==> config.mk <==
export PLATFORM = sky130hd
export DESIGN_NAME = centroid_divider_flat
export DESIGN_NICKNAME = d
export VERILOG_FILES = /design/src/rtl/centroid_divider_if.sv /design/src/rtl/centroid_divider.sv /design/src/flat_wrapper.sv
export SDC_FILE = /design/constraint.sdc
export NUM_CORES = 1
export LEC_CHECK = 0
export CAP_MARGIN = 10
export CORE_MARGIN = 3
export CORE_UTILIZATION = 40
export CTS_CLUSTER_SIZE = 30
export DETAILED_ROUTE_END_ITERATION = 10
export HOLD_SLACK_MARGIN = 0.03
export PLACE_DENSITY = 0.72
export SYNTH_ARGS = -nofsm -noshare
export SYNTH_HDL_FRONTEND = slang
export SYNTH_SLANG_ARGS = --single-unit
==> constraint.sdc <==
create_clock -name CCLK -period 2.2 [get_ports CCLK]
set_clock_uncertainty 0.05 [all_clocks]
set_input_delay 0.44 -clock CCLK [delete_from_list [all_inputs] [get_ports CCLK]]
set_output_delay 0.44 -clock CCLK [all_outputs]
set_load 0.02 [all_outputs]
==> src/rtl/centroid_divider_if.sv <==
// Handshake and data bundle between the gravity-sum stage and the centroid divider.
interface centroid_divider_if #(
  parameter int SUM_S_WIDTH   = 20,
  parameter int SUM_SXY_WIDTH = 28,
  parameter int FRAC_BITS     = 4,
  parameter int COORD_WIDTH   = 10
);
  logic                               iSTART_TRIG;
  logic [SUM_S_WIDTH-1:0]             iSUM_S;
  logic [SUM_SXY_WIDTH-1:0]           iSUM_SX;
  logic [SUM_SXY_WIDTH-1:0]           iSUM_SY;
  logic                               oBUSY;
  logic [COORD_WIDTH+FRAC_BITS-1:0]   oCX;
  logic [COORD_WIDTH+FRAC_BITS-1:0]   oCY;
  logic                               oVALID;
  logic                               oNO_TARGET;
  logic [1:0]                         oSTATE;

  modport master (
    output iSTART_TRIG, iSUM_S, iSUM_SX, iSUM_SY,
    input  oBUSY, oCX, oCY, oVALID, oNO_TARGET, oSTATE
  );

  modport slave (
    input  iSTART_TRIG, iSUM_S, iSUM_SX, iSUM_SY,
    output oBUSY, oCX, oCY, oVALID, oNO_TARGET, oSTATE
  );
endinterface

==> src/rtl/centroid_divider.sv <==
// Centroid divider: two sequential restoring divisions (sum_sx/sum_s, sum_sy/sum_s)
// started by the falling edge of iSTART_TRIG, results in unsigned fixed point.
module centroid_divider #(
  parameter int SUM_S_WIDTH   = 20,
  parameter int SUM_SXY_WIDTH = 28,
  parameter int FRAC_BITS     = 4,
  parameter int COORD_WIDTH   = 10
) (
  input  logic              CCLK,
  input  logic              RST_N,
  centroid_divider_if.slave bus
);
  localparam int N  = SUM_SXY_WIDTH + FRAC_BITS;
  localparam int OW = COORD_WIDTH + FRAC_BITS;
  localparam int CW = $clog2(N);

  typedef enum logic [1:0] {IDLE = 2'd0, DIV_X = 2'd1, DIV_Y = 2'd2, DONE = 2'd3} state_t;

  state_t                   state, state_nx;
  logic                     trig_d;
  logic                     start_ev;
  logic [SUM_S_WIDTH-1:0]   sum_s;
  logic [SUM_SXY_WIDTH-1:0] sum_sx, sum_sy;
  logic [SUM_S_WIDTH-1:0]   rem;
  logic [N-1:0]             quo;
  logic [CW-1:0]            cnt;
  logic [OW-1:0]            qx, qy;
  logic                     busy_q, valid_q, no_tgt_q;
  logic [OW-1:0]            cx_q, cy_q;

  logic                     do_load, do_step, last_step, do_exit;
  logic [SUM_S_WIDTH:0]     rem_sh;
  logic [SUM_S_WIDTH-1:0]   rem_diff, rem_nx;
  logic                     q_bit;
  logic [N-1:0]             quo_nx;
  logic [OW-1:0]            quo_sat;

  assign start_ev = trig_d & ~bus.iSTART_TRIG;

  // quo doubles as the dividend shift register: the dividend drains out of the
  // top while quotient bits enter at the bottom.
  always_comb begin
    rem_sh   = {rem, quo[N-1]};
    q_bit    = (rem_sh >= {1'b0, sum_s});
    rem_diff = rem_sh[SUM_S_WIDTH-1:0] - sum_s;
    rem_nx   = q_bit ? rem_diff : rem_sh[SUM_S_WIDTH-1:0];
    quo_nx   = {quo[N-2:0], q_bit};
    quo_sat  = (quo_nx[N-1:OW] != '0) ? '1 : quo_nx[OW-1:0];
  end

  always_ff @(posedge CCLK or negedge RST_N) begin
    if (!RST_N) state <= IDLE;
    else        state <= state_nx;
  end

  always_comb begin
    state_nx = state;
    unique case (state)
      IDLE:  if (start_ev) state_nx = (bus.iSUM_S != '0) ? DIV_X : DONE;
      DIV_X: if (cnt == CW'(N-1)) state_nx = DIV_Y;
      DIV_Y: if (cnt == CW'(N-1)) state_nx = DONE;
      DONE:  state_nx = IDLE;
      default: state_nx = IDLE;
    endcase
  end

  always_comb begin
    do_load   = (state == IDLE) && start_ev;
    do_step   = (state == DIV_X) || (state == DIV_Y);
    last_step = do_step && (cnt == CW'(N-1));
    do_exit   = (state == DONE);
  end

  always_ff @(posedge CCLK or negedge RST_N) begin
    if (!RST_N) begin
      trig_d   <= 1'b0;
      sum_s    <= '0;
      sum_sx   <= '0;
      sum_sy   <= '0;
      rem      <= '0;
      quo      <= '0;
      cnt      <= '0;
      qx       <= '0;
      qy       <= '0;
      busy_q   <= 1'b0;
      valid_q  <= 1'b0;
      no_tgt_q <= 1'b0;
      cx_q     <= '0;
      cy_q     <= '0;
    end else begin
      trig_d  <= bus.iSTART_TRIG;
      valid_q <= 1'b0;
      if (do_load) begin
        sum_s  <= bus.iSUM_S;
        sum_sx <= bus.iSUM_SX;
        sum_sy <= bus.iSUM_SY;
        rem    <= '0;
        quo    <= {bus.iSUM_SX, {FRAC_BITS{1'b0}}};
        cnt    <= '0;
        qx     <= '0;
        qy     <= '0;
        busy_q <= 1'b1;
      end
      if (do_step) begin
        if (last_step) begin
          cnt <= '0;
          rem <= '0;
          if (state == DIV_X) begin
            qx  <= quo_sat;
            quo <= {sum_sy, {FRAC_BITS{1'b0}}};
          end else begin
            qy  <= quo_sat;
            quo <= quo_nx;
          end
        end else begin
          cnt <= cnt + CW'(1);
          rem <= rem_nx;
          quo <= quo_nx;
        end
      end
      if (do_exit) begin
        cx_q     <= qx;
        cy_q     <= qy;
        no_tgt_q <= (sum_s == '0);
        valid_q  <= 1'b1;
        busy_q   <= 1'b0;
      end
    end
  end

  assign bus.oBUSY      = busy_q;
  assign bus.oVALID     = valid_q;
  assign bus.oCX        = cx_q;
  assign bus.oCY        = cy_q;
  assign bus.oNO_TARGET = no_tgt_q;
  assign bus.oSTATE     = state;
endmodule

==> src/flat_wrapper.sv <==
// flat-port wrapper written by rule: the top's interface ports become plain ports
module centroid_divider_flat 
#(
  parameter int SUM_S_WIDTH   = 20,
  parameter int SUM_SXY_WIDTH = 28,
  parameter int FRAC_BITS     = 4,
  parameter int COORD_WIDTH   = 10
)
  (CCLK, RST_N, bus_iSTART_TRIG, bus_iSUM_S, bus_iSUM_SX, bus_iSUM_SY, bus_oBUSY, bus_oCX, bus_oCY, bus_oVALID, bus_oNO_TARGET, bus_oSTATE);
  centroid_divider_if #(.SUM_S_WIDTH(SUM_S_WIDTH), .SUM_SXY_WIDTH(SUM_SXY_WIDTH), .FRAC_BITS(FRAC_BITS), .COORD_WIDTH(COORD_WIDTH)) bus_i ();
  input  logic CCLK;
  input  logic RST_N;
  input wire logic [$bits(bus_i.iSTART_TRIG)-1:0] bus_iSTART_TRIG;
  input wire logic [$bits(bus_i.iSUM_S)-1:0] bus_iSUM_S;
  input wire logic [$bits(bus_i.iSUM_SX)-1:0] bus_iSUM_SX;
  input wire logic [$bits(bus_i.iSUM_SY)-1:0] bus_iSUM_SY;
  output wire logic [$bits(bus_i.oBUSY)-1:0] bus_oBUSY;
  output wire logic [$bits(bus_i.oCX)-1:0] bus_oCX;
  output wire logic [$bits(bus_i.oCY)-1:0] bus_oCY;
  output wire logic [$bits(bus_i.oVALID)-1:0] bus_oVALID;
  output wire logic [$bits(bus_i.oNO_TARGET)-1:0] bus_oNO_TARGET;
  output wire logic [$bits(bus_i.oSTATE)-1:0] bus_oSTATE;
  assign bus_i.iSTART_TRIG = bus_iSTART_TRIG;
  assign bus_i.iSUM_S = bus_iSUM_S;
  assign bus_i.iSUM_SX = bus_iSUM_SX;
  assign bus_i.iSUM_SY = bus_iSUM_SY;
  assign bus_oBUSY = bus_i.oBUSY;
  assign bus_oCX = bus_i.oCX;
  assign bus_oCY = bus_i.oCY;
  assign bus_oVALID = bus_i.oVALID;
  assign bus_oNO_TARGET = bus_i.oNO_TARGET;
  assign bus_oSTATE = bus_i.oSTATE;
  centroid_divider #(.SUM_S_WIDTH(SUM_S_WIDTH), .SUM_SXY_WIDTH(SUM_SXY_WIDTH), .FRAC_BITS(FRAC_BITS), .COORD_WIDTH(COORD_WIDTH)) u_core (.CCLK(CCLK), .RST_N(RST_N), .bus(bus_i));
endmodule
==> results.ini, run 1 <==
[run_status]
status=finished, violations left
violations=setup timing

[worst_setup_path]
cp-start-kind=flop
cp.arrival_ns=2.77
critical_path_class=reg -> reg
r2r-start=u_core.sum_s[4]
cp-end-kind=flop
path_max_fanout=5
required_ns=2.47
crit_start=u_core.sum_s[4]

[synthesis]
yosysSeqAreaShare=0.514
synth_top_area_frac=0.514
synth_largest_area_cell=dfrtp_1
ys_top_cells_by_area=dfrtp_1 (51%), nand2_1 (8.0%), nor2_1 (6.5%)
synthCells=881
syn_nets=987
yosys.cell_types.count=59
syn_area_mm2=0.00812
synthFlopType=dfrtp_1
avgSynthCellArea_um2=9.22
synth_edf_count=0
async_reset_ff_frac=1.00
synth-seq-cells=167
yosysWarnings=0

[floorplan]
io_pins=112
die-area_mm2=0.0221
die_w_um=149
rows=51
core_mm2=0.0197
initial_core_util=0.412
die_height_um=149

[detailed_routing]
dr.first_iter.drc_count=579
drt-total-wl_um=24400
ant_nets=0
viasPerCell=5.41
first_pass_iters=5
wl_per_cell_um=17.5
drcViolationCount=0
via_count=7540

[grt]
grt_max_degree=53
grt_remaining_overflow=0
grt_pass1_vias=7491
globalRouteTotalUtil=0.219
grt_pass1_wl_um=38700
antenna_found_initial=0

[power]
ir_drop_mv=1.04
p_leak_nw=5.41
power_density_mw_per_mm2=1760

[sta]
setup_viol=23
max_clock_freq_mhz=400
rsz0062_at_grt=true
max-slew-margin-rel=0.487
hold_ws_ns=0.432
post-route-period-util=1.14
drv_slew=0
finalHoldViolations=0
timing.final.ws_setup_ns=-0.302
tightest_slew_ns=0.762
fin_crit_ns=2.50

[placed_design]
place_ws_ns=-0.275
dp_hpwl_um=16100
dp.cells=1329
gp_congestion=0.914
portBuffers=111

[cts]
cts.sinks=167
clk_latency_ns=0.44
cts.root.buffer_cell=clkbuf_16
clk_path_buf_depth=2
cts_tree=yes
cts-htree-levels=4
cts_inserted_buffers=17
clk_pin_slew_ns=0.08

[worst_hold_path]
min_from=u_core.qx[10]
worstHoldPathType=reg -> reg

[layout]
fin_util=0.600
fill_cells=1555
final_cells=1395
antenna_cells=0
nets=1223
drive_above_1_share=0.271
layout_common_cells=nand2_1 (172), dfrtp_1 (165), nor2_1 (134)
final_common_cell=nand2_1
syn_to_final_growth_pct=45.7

[flow_run]
drv_cap=0

[stage by stage]
step,power (mW),setup TNS [ns],cell area [um2]
2_1_floorplan,11.3,-0.173,8300
3_3_place_gp,15.0,-7.03,10500
3_5_place_dp,15.3,-9.16,10500
4_1_cts,19.9,-3.28,11600
5_1_grt,22.3,-7.42,11800
6_report,20.8,-5.49,11800
[kinds of logic (layout without fill, tap and decap cells)]
family,Yosys count,count (layout),share of synthesized area
AOI/OAI and AO/OA,178,178,0.142
xor gates and xnor gates,14,14,0.0151
adders and majority gates,27,27,0.0425
buffers and inverters,74,323,0.0379
DFF,167,167,0.514
muxes,36,36,0.0487
and+or+nand+nor,385,385,0.200
[area by class of cell]
cell class | instances | area, um2 | area share
clock buffers | 17 | 425 | 0.0359
clock inverters | 15 | 191 | 0.0162
inverters | 28 | 105 | 0.00888
multi-input cells | 640 | 4150 | 0.350
flip-flops and latches | 167 | 4180 | 0.353
well taps | 265 | 332 | 0.0280
repair buffers | 263 | 2460 | 0.207
[registers in the layout, summed over array words and instances (netlist names), 2 cells and up]
signal             cells
u_core.qx             14
u_core.qy             14
u_core.sum_sy         28
u_core.bus.oSTATE      2
u_core.sum_s          20
u_core.bus.oCY        14
u_core.quo            32
u_core.bus.oCX        14
u_core.rem            20
u_core.cnt             5
[cells in the mapped netlist, types with 2 or more instances]
cell type  instances
a32oi_1            6
nor2b_1            7
clkbuf_1          39
o21a_1             4
nand2b_1           6
o21ai_0           76
a21o_1             5
o211ai_1           2
mux2i_1            8
nor4_1            12
nand3_1           18
inv_1             28
a211oi_1           2
or4_1              3
ha_1              26
nand4_1            7
o21ai_1            6
buf_1              2
a21oi_2            2
a21oi_1           21
o21bai_1           2
buf_2              2
nor3b_1            2
xor2_1             3
dfrtp_1          167
nand2_1          173
o311ai_0           2
o2111ai_1          3
a221oi_1          29
a31oi_1            6
and2_1             2
xnor2_1           11
mux2_2            28
nor2_1           141
o311ai_1           2
and3_1             4
and2_4             2
[power by group]
| part | internal [mW] | switching, mW |
|---|---|---|
| clock | 1.56 | 1.50 |
| combinational | 6.36 | 6.33 |
| sequential | 4.21 | 0.866 |
| total | 12.1 | 8.70 |
[critical path: stages, from the launching register on]
cell and delay, ns:
dfrtp_1 0.39, inv_2 0.08, ha_4 0.23, a21o_1 0.22, a31oi_4 0.18, and2_4 0.19
o211ai_4 0.10, a221oi_4 0.37, buf_6 0.18, buf_4 0.11, mux2i_1 0.19, o21ai_1 0.08
[worst paths after layout]
path | depth (start not counted) | slack [ns] | end
min | 2 | 0.43 | u_core.qx[10]
min reg2reg | 2 | 0.43 | u_core.qx[10]
max reg2reg | 11 | -0.30 | u_core.rem[3]
max | 11 | -0.30 | u_core.rem[3]
min in group asynchronous | 2 | 0.47 | u_core.bus.oBUSY
max in group asynchronous | 3 | 0.97 | u_core.qx[6]
[layer usage]
layer,wire (um),part of all wire,global-route usage
met1,10900,0.45,0.300
met2,11700,0.48,0.352
met3,1110,0.045,0.0363
met4,711,0.029,0.0794
met5,0,0,0
[what timing repair did]
item	CTS	global route
endpoints found under the setup margin	36	54
pin swaps	36	18
gates resized for setup	69	44
hold endpoints to repair	44	0
hold buffers	1	0
cloned	0	2
setup buffers	27	7
No activity file was read; power rests on OpenSTA's default activity.
==> inputs of run 2 (changes only) <==
--- a/config.mk
+++ b/config.mk
@@ -12,6 +12,7 @@
 export DETAILED_ROUTE_END_ITERATION = 10
 export HOLD_SLACK_MARGIN = 0.03
 export PLACE_DENSITY = 0.72
+export SETUP_SLACK_MARGIN = 0.15
 export SYNTH_ARGS = -nofsm -noshare
 export SYNTH_HDL_FRONTEND = slang
 export SYNTH_SLANG_ARGS = --single-unit
==> run 2 against run 1 <==
Net effect: global-route usage down 0.50 points; via count decreased by 0.52%; critical path depth did not move; die area stayed put; first-iteration DRC count down 12%; non-clock buffer count rose by 10; largest power group unchanged; the run still ends with setup timing left; routed wire length is 1.5% lower.
==> results.ini, run 2 (synthesized netlist as in run 1, its figures left out) <==
[sta]
max_clock_freq_mhz=413  ; +3.3%
setup_viol=23  ; unchanged
finalHoldViolations=0  ; unchanged
post-route-period-util=1.10  ; -0.0366
tightest_slew_ns=0.488  ; -0.275 ns
timing.final.ws_setup_ns=-0.222  ; +0.0806 ns
max-slew-margin-rel=0.672  ; +0.185
fin_crit_ns=2.42  ; -0.0806 ns
drv_slew=0  ; unchanged
setup_tns_ns=-3.58  ; +1.91 ns
rsz0062_at_grt=true

[grt]
grtUsageMet3=0.0454  ; +0.00914
globalRouteTotalUtil=0.214  ; -0.00499
grt_remaining_overflow=0  ; unchanged
met2_usage=0.344  ; -0.00796
grt_pass1_vias=7486  ; -0.067%
grt_max_degree=66  ; +25%
grt_pass1_wl_um=37600  ; -2.9%
antenna_found_initial=0  ; unchanged
use_met1=0.283  ; -0.0174
busiest_layer=met2

[placed_design]
gp_congestion=0.923  ; +0.89%
dp.cells=1344  ; +1.1%
portBuffers=111  ; unchanged
dp_hpwl_um=16300  ; +1.2%

[cts]
clk_latency_ns=0.44  ; about the same
cts.sinks=167  ; unchanged
cts_inserted_buffers=17  ; unchanged
cts-htree-levels=4  ; unchanged
clk_path_buf_depth=2  ; unchanged
cts_tree=yes
cts.root.buffer_cell=clkbuf_16
clk_pin_slew_ns=0.07  ; about the same

[floorplan]
die-area_mm2=0.0221  ; unchanged
initial_core_util=0.412  ; unchanged
die_height_um=149  ; unchanged
die_w_um=149  ; unchanged
io_pins=112  ; unchanged
core_mm2=0.0197  ; unchanged
rows=51  ; unchanged

[detailed_routing]
dr.first_iter.drc_count=509  ; -12%
wl_per_cell_um=17.1  ; -2.2%
drt-total-wl_um=24000  ; -1.5%
drcViolationCount=0  ; unchanged
via_count=7501  ; -0.52%
ant_nets=0  ; unchanged
first_pass_iters=5  ; unchanged
viasPerCell=5.34  ; -1.2%

[worst_setup_path]
slowest_stage=dfrtp_1
critical_path_class=reg -> reg
cp-end-kind=flop
required_ns=2.46  ; about the same
path_cells=inv_1 -> ha_4 -> and3_1 -> and2_4 -> nand4_1 -> o211ai_4 -> a221oi_4 -> buf_4 -> buf_6 -> mux2i_1 -> o21ai_1
path_max_fanout=6  ; +1
max_stage_delay_ns=0.38  ; about the same
cp.arrival_ns=2.68  ; -0.09 ns
critPathTopFamily=simple AND/OR/NAND/NOR gates
crit_buf_inv=3  ; unchanged
cp-start-kind=flop

[power]
p_int_mw=12.3  ; +1.2%
ir_drop_mv=0.821  ; -21%
swShare=0.412  ; -0.00597
pwr-share-comb=0.615  ; +0.006
clock_power_share=0.138  ; -0.009
p_leak_nw=5.47  ; +1.0%
power_density_mw_per_mm2=1730  ; -1.4%
finalPower_mw=20.9  ; +0.15%
switchingPower_mw=8.59  ; -1.3%
power_frac_seq=0.247  ; +0.003

[layout]
final_common_cell=nand2_1
layout_common_cells=nand2_1 (172), dfrtp_1 (164), buf_4 (135)
seq_area_mm2=0.00418  ; about the same
drive_above_1_share=0.286  ; +0.0152
final_cells=1405  ; +0.72%
top_register=u_core.quo
antenna_cells=0  ; unchanged
syn_to_final_growth_pct=48.0
multi_input_area_mm2=0.00430  ; +3.7%
fill_cells=1558  ; +0.19%
largest_register_ffs=32  ; unchanged
nets=1233  ; +0.82%
largest_registers=u_core.quo: 32 flops, u_core.sum_sy: 28 flops

[worst_hold_path]
worstHoldPathType=reg -> reg

[run_status]
status=finished, violations left
violations=setup timing

[flow_run]
drv_cap=0  ; unchanged

## run 2: cell count changes in the layout (fill, tap and decap cells not counted), moves of 7 or more
cell,delta
buf_4,+8
o21ai_0,+7
nor2_1,-10
nor2_4,+7
a221oi_1,-10
a221oi_2,+9
o21ai_1,-7
## run 2: power groups by stage
stage | combinational (mW) | sequential [mW] | clock (mW)
final | 12.8 | 5.15 | 2.87
after global routing | 14.0 | 5.26 | 3.04
after CTS | 11.6 | 5.02 | 2.89
after detailed placement | 10.7 | 5.02 | 0
after global placement | 10.5 | 4.97 | 0
after floorplan | 6.37 | 4.98 | 0
## run 2: final timing paths
| path | endpoint | slack (ns) | from | depth (start not counted) |
|---|---|---|---|---|
| max in group asynchronous | u_core.bus.oSTATE[1] | 0.99 | RST_N | 3 |
| max | u_core.rem[14] | -0.22 | u_core.sum_s[11] | 11 |
| max reg2reg | u_core.rem[14] | -0.22 | u_core.sum_s[11] | 11 |
| min reg2reg | u_core.bus.oNO_TARGET | 0.41 | u_core.sum_s[13] | 1 |
| min | u_core.bus.oNO_TARGET | 0.41 | u_core.sum_s[13] | 1 |
| min in group asynchronous | u_core.bus.oCY[8] | 0.46 | RST_N | 2 |
## run 2: stage by stage
stage,setup WS [ns],area (um2),hold slack (ns),util
global placement,-0.254,10700,0.353,0.543
finish,-0.222,12000,0.410,0.610
floorplan,-0.0608,8340,0.0944,-
CTS,-0.230,11600,0.401,0.588
global route,-0.324,12000,0.394,0.610
detailed placement,-0.338,10700,0.360,0.543
## run 2: layer usage
layer,vias to the layer above,part of all wire
met5,-,0
met4,0,0.035
met3,70,0.052
met2,228,0.49
met1,3657,0.43
li1,3546,-
## run 2: final cells by class
class	count	area share
clock buffers	21	0.0391
multi-input cells	640	0.358
clock inverters	11	0.00760
inverters	28	0.00874
flip-flops and latches	167	0.348
well taps	265	0.0276
repair buffers	273	0.211
## run 2: timing repair
action	4_1_cts	5_1_grt
gates cloned	0	1
setup buffers	11	16
hold buffers	1	0
pin swaps	16	18
endpoints found under the hold margin	42	0
gates resized for setup	61	62
endpoints found under the setup margin	52	120
